**config.mk**
```make
export PLATFORM = sky130hd
export DESIGN_NAME = data_bus_arbiter
export DESIGN_NICKNAME = d
export VERILOG_FILES = /design/src/rtl/data_bus_arbiter.sv
export SDC_FILE = /design/constraint.sdc
export NUM_CORES = 1
export LEC_CHECK = 0
export CELL_PAD_IN_SITES_DETAIL_PLACEMENT = 1
export CELL_PAD_IN_SITES_GLOBAL_PLACEMENT = 1
export CORE_MARGIN = 5
export CORE_UTILIZATION = 26
export CTS_BUF_LIST = sky130_fd_sc_hd__clkbuf_2 sky130_fd_sc_hd__clkbuf_4 sky130_fd_sc_hd__clkbuf_8
export CTS_CLUSTER_DIAMETER = 200
export DETAILED_ROUTE_END_ITERATION = 8
export HOLD_SLACK_MARGIN = 0.08
export PLACE_DENSITY = 0.94
export REMOVE_ABC_BUFFERS = 1
export SYNTH_ARGS = -nofsm -noshare
export SYNTH_HDL_FRONTEND = slang
export SYNTH_SLANG_ARGS = --single-unit
```
**constraint.sdc**
```tcl
create_clock -name clk -period 6.7 [get_ports clk]
set_input_delay 1.005 -clock clk [delete_from_list [all_inputs] [get_ports clk]]
set_output_delay 1.005 -clock clk [all_outputs]
set_load 0.01 [all_outputs]
```
**src/rtl/data_bus_arbiter.sv**
```systemverilog
// ----------------------------------------------------------------------------
// data_bus_arbiter
//
// Responder side of the MiniRISC data-memory bus request/grant handshake.
// Masters (0 = CPU core, 1 = stack unit, 2 = DMA, ...) raise mst_req and hold
// address, write data and direction until they see their one-cycle grant.
// The arbiter picks one owner, routes that owner's slice to the data memory,
// inserts WAIT_STATES extra memory cycles and pulses the owner's grant in the
// completing cycle. Read data is returned on mst_din in the grant cycle.
//
// Parameters
//   N_MST        number of masters, 2..8
//   WAIT_STATES  extra memory cycles per access, 0..15
//
// Ports
//   clk       in   system clock, all state on the rising edge
//   rst       in   synchronous reset, active-low; forces every output to 0
//   mst_req   in   per-master request, held until granted
//   mst_wr    in   per-master direction, 1 = write
//   mst_addr  in   per-master address, master i on bits [8i+7:8i]
//   mst_dout  in   per-master write data, same packing as mst_addr
//   mst_gnt   out  one-hot grant pulse marking the completing cycle
//   mst_din   out  read data, mem_din in a read grant cycle, else 0
//   mem_addr  out  memory address (owner's slice during an access)
//   mem_wr    out  memory write strobe, only in a write grant cycle
//   mem_rd    out  memory read enable during a read access
//   mem_dout  out  memory write data (owner's slice during an access)
//   mem_din   in   memory read data, asynchronous read
//   busy      out  high while an access is in progress
//
// Configuration
//   DBUS_FIXED_PRIO_EN  when defined, the lowest requesting index always wins;
//                       rr_last is still tracked but ignored. Default build
//                       (undefined) uses round robin after the last grantee.
// ----------------------------------------------------------------------------
module data_bus_arbiter #(
    parameter int N_MST       = 3,
    parameter int WAIT_STATES = 0
) (
    input  logic                 clk,
    input  logic                 rst,
    input  logic [N_MST-1:0]     mst_req,
    input  logic [N_MST-1:0]     mst_wr,
    input  logic [8*N_MST-1:0]   mst_addr,
    input  logic [8*N_MST-1:0]   mst_dout,
    output logic [N_MST-1:0]     mst_gnt,
    output logic [7:0]           mst_din,
    output logic [7:0]           mem_addr,
    output logic                 mem_wr,
    output logic                 mem_rd,
    output logic [7:0]           mem_dout,
    input  logic [7:0]           mem_din,
    output logic                 busy
);

    localparam int              IDX_W     = $clog2(N_MST);
    localparam int              IW1       = IDX_W + 1;
    localparam logic [IW1-1:0]  N_W       = IW1'(N_MST);
    localparam logic [IDX_W-1:0] LAST_IDX = IDX_W'(N_MST - 1);
    localparam logic [3:0]      WS_LOAD   = 4'(WAIT_STATES);
    localparam bit              ZERO_WAIT = (WAIT_STATES == 0);

    typedef enum logic {
        S_IDLE   = 1'b0,
        S_ACCESS = 1'b1
    } state_t;

    state_t           state;
    logic [IDX_W-1:0] owner;
    logic [IDX_W-1:0] rr_last;
    logic [3:0]       wait_cnt;

    logic             pick_vld;
    logic [IDX_W-1:0] pick_idx;

    // Owner selection from the live request vector.
`ifdef DBUS_FIXED_PRIO_EN
    always_comb begin
        pick_vld = 1'b0;
        pick_idx = '0;
        // Scan downward so the lowest requesting index is the last writer.
        for (int i = N_MST - 1; i >= 0; i--) begin
            if (mst_req[IDX_W'(i)]) begin
                pick_vld = 1'b1;
                pick_idx = IDX_W'(i);
            end
        end
    end
`else
    logic [IW1-1:0]   cand_sum;
    logic [IDX_W-1:0] cand;

    always_comb begin
        pick_vld = 1'b0;
        pick_idx = '0;
        cand_sum = '0;
        cand     = '0;
        // Candidate i is (rr_last + 1 + i) mod N_MST; the sum never reaches
        // 2*N_MST, so one conditional subtract is a full modulo.
        for (int i = 0; i < N_MST; i++) begin
            cand_sum = {1'b0, rr_last} + IW1'(i + 1);
            if (cand_sum >= N_W) begin
                cand_sum = cand_sum - N_W;
            end
            cand = cand_sum[IDX_W-1:0];
            if (!pick_vld && mst_req[cand]) begin
                pick_vld = 1'b1;
                pick_idx = cand;
            end
        end
    end
`endif

    // Which master drives the bus this cycle, whether an access is live and
    // whether this is its completing (grant) cycle. A zero-wait access is
    // started and completed in the IDLE cycle itself. In ACCESS the owner's
    // withdrawn request aborts the access at once, so nothing is driven.
    logic [IDX_W-1:0] cur_idx;
    logic             access_live;
    logic             grant_now;

    always_comb begin
        cur_idx     = owner;
        access_live = 1'b0;
        grant_now   = 1'b0;
        if (state == S_IDLE) begin
            if (ZERO_WAIT && pick_vld) begin
                cur_idx     = pick_idx;
                access_live = 1'b1;
                grant_now   = 1'b1;
            end
        end else if (mst_req[owner]) begin
            access_live = 1'b1;
            grant_now   = (wait_cnt == 4'd0);
        end
        if (!rst) begin
            access_live = 1'b0;
            grant_now   = 1'b0;
        end
    end

    logic [7:0] sel_addr;
    logic [7:0] sel_dout;
    logic       sel_wr;

    // Slices are sampled live every cycle; masters hold them stable.
    assign sel_addr = mst_addr[{cur_idx, 3'b000} +: 8];
    assign sel_dout = mst_dout[{cur_idx, 3'b000} +: 8];
    assign sel_wr   = mst_wr[cur_idx];

    always_comb begin
        mst_gnt  = '0;
        mst_din  = 8'h00;
        mem_addr = 8'h00;
        mem_dout = 8'h00;
        mem_rd   = 1'b0;
        mem_wr   = 1'b0;
        busy     = 1'b0;
        if (access_live) begin
            mem_addr = sel_addr;
            mem_dout = sel_dout;
            mem_rd   = ~sel_wr;
            busy     = 1'b1;
            if (grant_now) begin
                mst_gnt[cur_idx] = 1'b1;
                mem_wr           = sel_wr;
                if (!sel_wr) begin
                    mst_din = mem_din;
                end
            end
        end
    end

    // ACCESS lasts WAIT_STATES+1 cycles (wait_cnt WAIT_STATES down to 0);
    // the IDLE selection cycle itself drives nothing when WAIT_STATES > 0.
    always_ff @(posedge clk) begin
        if (!rst) begin
            state    <= S_IDLE;
            owner    <= '0;
            wait_cnt <= 4'd0;
            rr_last  <= LAST_IDX;
        end else begin
            case (state)
                S_IDLE: begin
                    if (pick_vld) begin
                        owner <= pick_idx;
                        if (ZERO_WAIT) begin
                            rr_last <= pick_idx;
                        end else begin
                            wait_cnt <= WS_LOAD;
                            state    <= S_ACCESS;
                        end
                    end
                end
                S_ACCESS: begin
                    if (!mst_req[owner]) begin
                        // Abort: no grant, rr_last keeps its value.
                        state    <= S_IDLE;
                        wait_cnt <= 4'd0;
                    end else if (wait_cnt == 4'd0) begin
                        state   <= S_IDLE;
                        rr_last <= owner;
                    end else begin
                        wait_cnt <= wait_cnt - 4'd1;
                    end
                end
                default: state <= S_IDLE;
            endcase
        end
    end

endmodule

```
==> implementation parameters <==
Parameter                              Value

Outcome
  Run status ... completed

STA
  Max frequency ... 194 MHz
  Final worst path period need ... 5.14 ns
  Final-report hold violation count ... 0
  Final-layout setup total negative slack ... 0 ns
  Share of the clock period used by the worst path after layout ... 76.8%
  Setup repair after global routing missed its margin ... false
  Count of final setup violators ... 0
  Final Skew ... 0.00283 ns
  Transition time at the pin with the least slew margin ... 1.01 ns
  Number of slew-limit violations in the final report ... 0
  Rel. slew slack ... 32.8%

Yosys
  Fraction of registers with async set/reset ... 0%
  Mean instance size in the synthesized netlist ... roughly 8.3 µm²
  Yosys warning total ... 0
  Share of synthesized area occupied by flip-flops and latches ... between 10% and 20%
  Yosys reg bits ... 9
  Area contributors post-synth ... mux2i_1 16%, dfxtp_1 13%, o2bb2ai_1 11%
  Top cells by count, synth ... 21 x mux2i_1, 17 x o2bb2ai_1, 15 x nor2_1, 9 x and4_1, 9 x dfxtp_1
  Mapped Cells ... 162
  Leading cell type by number of instances after synthesis ... mux2i_1
  Post-synth EDFFs ... 0
  Predominant post-synthesis flop cell ... dfxtp_1
  Number of distinct standard cells referenced by the synthesized netlist ... 51
  Synth top area share ... 15.6%
  Summed instance area of the synthesized netlist ... 0.00135 mm²
  Yosys top cell by area ... mux2i_1

Critical path
  Critical path type ... input port to output pin
  CP required ... 5.69 ns
  Startpoint type of the worst setup path ... input port
  Buffers and inverters on the worst path ... 2
  Critical register-to-register path startpoint ... rr_last[0]
  Kind of cell adding the most delay to the critical path ... buffers and inverters
  Reg2reg end ... owner[0]
  Worst Reg-to-Reg Cells ... 8
  Crit-path slowest cell ... and2_1
  Longest individual stage delay on the worst path ... about 0.80 ns
  Crit path DAT ... 4.14 ns
  Cell-by-cell trace of the critical path ... clkdlybuf4s50_1 -> mux2i_1 -> o21a_1 -> a221o_1 -> and2_1 -> mux2i_1 -> o2bb2ai_1 -> clkdlybuf4s50_1
  Max FO, Critical Path ... 17
  Setup crit end kind ... output pin
  Reg2Reg Setup Slack ... 4.00 ns

Clock network
  Root Driver ... clkbuf_8
  Clock tree from TritonCTS ... yes
  Count of hold buffers inserted by post-cts repair ... 0
  Clock insertion delay at the later pin of the skew report ... 0.23 ns
  Maximum level of the CTS H-tree ... 1
  Number of buffers inserted to repair setup after CTS ... 0
  Clock tree buffer depth ... 2
  PostCTS Resize Cnt ... 0
  Clock Sink Count ... 9
  Total clock buffers created by CTS ... 3
  Clock transition at the register clock pins on the worst setup and hold paths after CTS ... about 0.05 ns

Cells and area
  Share of final-layout standard cells stronger than drive strength 1 ... 6.02%
  Number of nets in the layout ... 319
  Area growth from synthesis to layout ... 72.2%
  Antenna diodes ... 0

Route
  Initial DRT Pass Iterations ... 4
  Vias after detailed routing ... 1,618
  Mean routed wirelength per cell ... 17.5 µm
  DRC violation count after routing ... 0
  Number of vias per cell after detailed routing ... 5.07
  Total wire length ... 5.57 mm
  Residual antenna-violating net count after detailed routing ... 0
  Drt first-iter violations ... 47

Min path
  Class of the tightest hold or removal check ... register to register
  Worst Hold Path Cells ... 2
  Launch point of the worst hold path ... wait_cnt[2]
  Hold endpoint ... wait_cnt[2]

Floorplan
  Area enclosed by the die boundary ... approximately 0.0067 mm²
  IO Count ... 94
  Placement row count ... 26
  Floorplan Core Area ... 0.00507 mm²
  Die X ... 82.1 µm
  Initial core utilization ... 26.6%
  Die outline height ... 82.1 µm

Place
  DP HPWL ... 4.69 mm
  Final Wtd Congestion ... between 0.7 and 0.8
  Count of input and output buffers ... 93

GRT
  Total congestion overflow ... 0
  Number of antenna violations at the first check in global routing ... 0
  Total global routing track utilization ... 15.8%
  First-pass GRT wire length ... 8.41 mm
  Maximum number of pins on one net before global-route repair ... 18
  Via count of the first global-routing pass ... ~1,700

Flow run
  Maxcap violations ... 0

Power
  Pwr per Cell Area ... 430 mW/mm²
  IR drop worst, VDD ... 0.200 mV
  Lkg Pwr ... 0.906 nW
  Post-layout power ... roughly 1.0 mW
## placed cells by master, fill, tap and decap left out, types with 2 or more instances in the layout
cell             instances
and3_1                   5
nand3_1                  4
o21a_1                   2
mux2i_1                 21
and4_1                   9
nor2b_1                  3
ha_1                     5
a21oi_1                  4
o21ai_1                  3
nand2b_1                 5
inv_1                    6
clkbuf_8                 3
a211o_1                  2
nand2_1                  7
o21ai_0                  4
nor2_1                  15
clkdlybuf4s50_1         93
dfxtp_1                  9
o2bb2ai_1               17
and2_1                   3
## cell type report
| type | count | area (µm²) |
|---|---|---|
| flip-flops and latches | 9 | 180 |
| multi-input cells | 136 | 1050 |
| repair buffers | 93 | 931 |
| well taps | 70 | 87.6 |
| inverters | 7 | 26.3 |
| fillers | 623 | 2750 |
| clock buffers | 4 | 48.8 |
## worst register-to-register path: cells and delay by family, from the launching register on
family | cells | cell delay (ns)
buffers and inverters | 1 | 0.15
and+or+nand+nor | 1 | 0.14
muxes | 1 | 0.33
adders and majority gates | 1 | 0.59
AOI/OAI and AO/OA | 4 | 0.93
DFF | 1 | 0.50
## metal layers
layer | track usage (%) | wire [µm]
met1 | 18.5 | 2210
met2 | 29.0 | 2960
met3 | 2.49 | 284
met4 | 4.98 | 120
met5 | 0 | 0
## through the flow
| step | cell area, µm² | cells | hold slack [ns] | utilization [%] | worst slack (ns) |
|---|---|---|---|---|---|
| 6_report | 2330 | 319 | 0.483 | 45.9 | 1.56 |
| 5_1_grt | 2330 | 319 | 0.523 | 45.9 | 1.36 |
| 4_1_cts | 2330 | 319 | 0.484 | 45.9 | 1.52 |
| 3_5_place_dp | 2280 | 315 | 0.478 | 44.9 | 1.53 |
| 3_3_place_gp | 2280 | 315 | 0.466 | 44.9 | 1.66 |
| 2_1_floorplan | 1260 | 152 | 0.445 | - | 2.99 |
## flip-flops by register name (all words and copies together), names as in the netlist
signal / cells
wait_cnt: 4
owner: 2
rr_last: 2
state: 1
## worst max-delay path by stage
stage,from,to,depth (start not counted)
2_1_floorplan,rr_last[0],mem_addr[0],8
3_3_place_gp,mst_req[1],mem_dout[6],8
3_5_place_dp,mst_req[1],mem_addr[1],8
4_1_cts,mst_req[1],mem_addr[1],8
5_1_grt,mst_req[1],mem_addr[1],8
6_report,mst_req[1],mem_addr[1],8
## cell families after synthesis
group / count (synthesis) / share of synthesized area, %
adders and majority gates: 5 / 4.63
buffers and inverters: 17 / 8.70
muxes: 22 / 16.6
AOI/OAI and AO/OA: 47 / 29.4
DFF: 9 / 13.3
and+or+nand+nor: 62 / 27.3
## report_power, final
group | internal, mW | total [mW] | leakage, nW | switching, mW
combinational | 0.431 | 0.853 | 0.806 | 0.422
clock | 0.0455 | 0.0671 | 0.0262 | 0.0216
sequential | 0.0642 | 0.0808 | 0.0734 | 0.0166
total | 0.540 | 1.00 | 0.906 | 0.461
(Power assumes the default switching activity.)
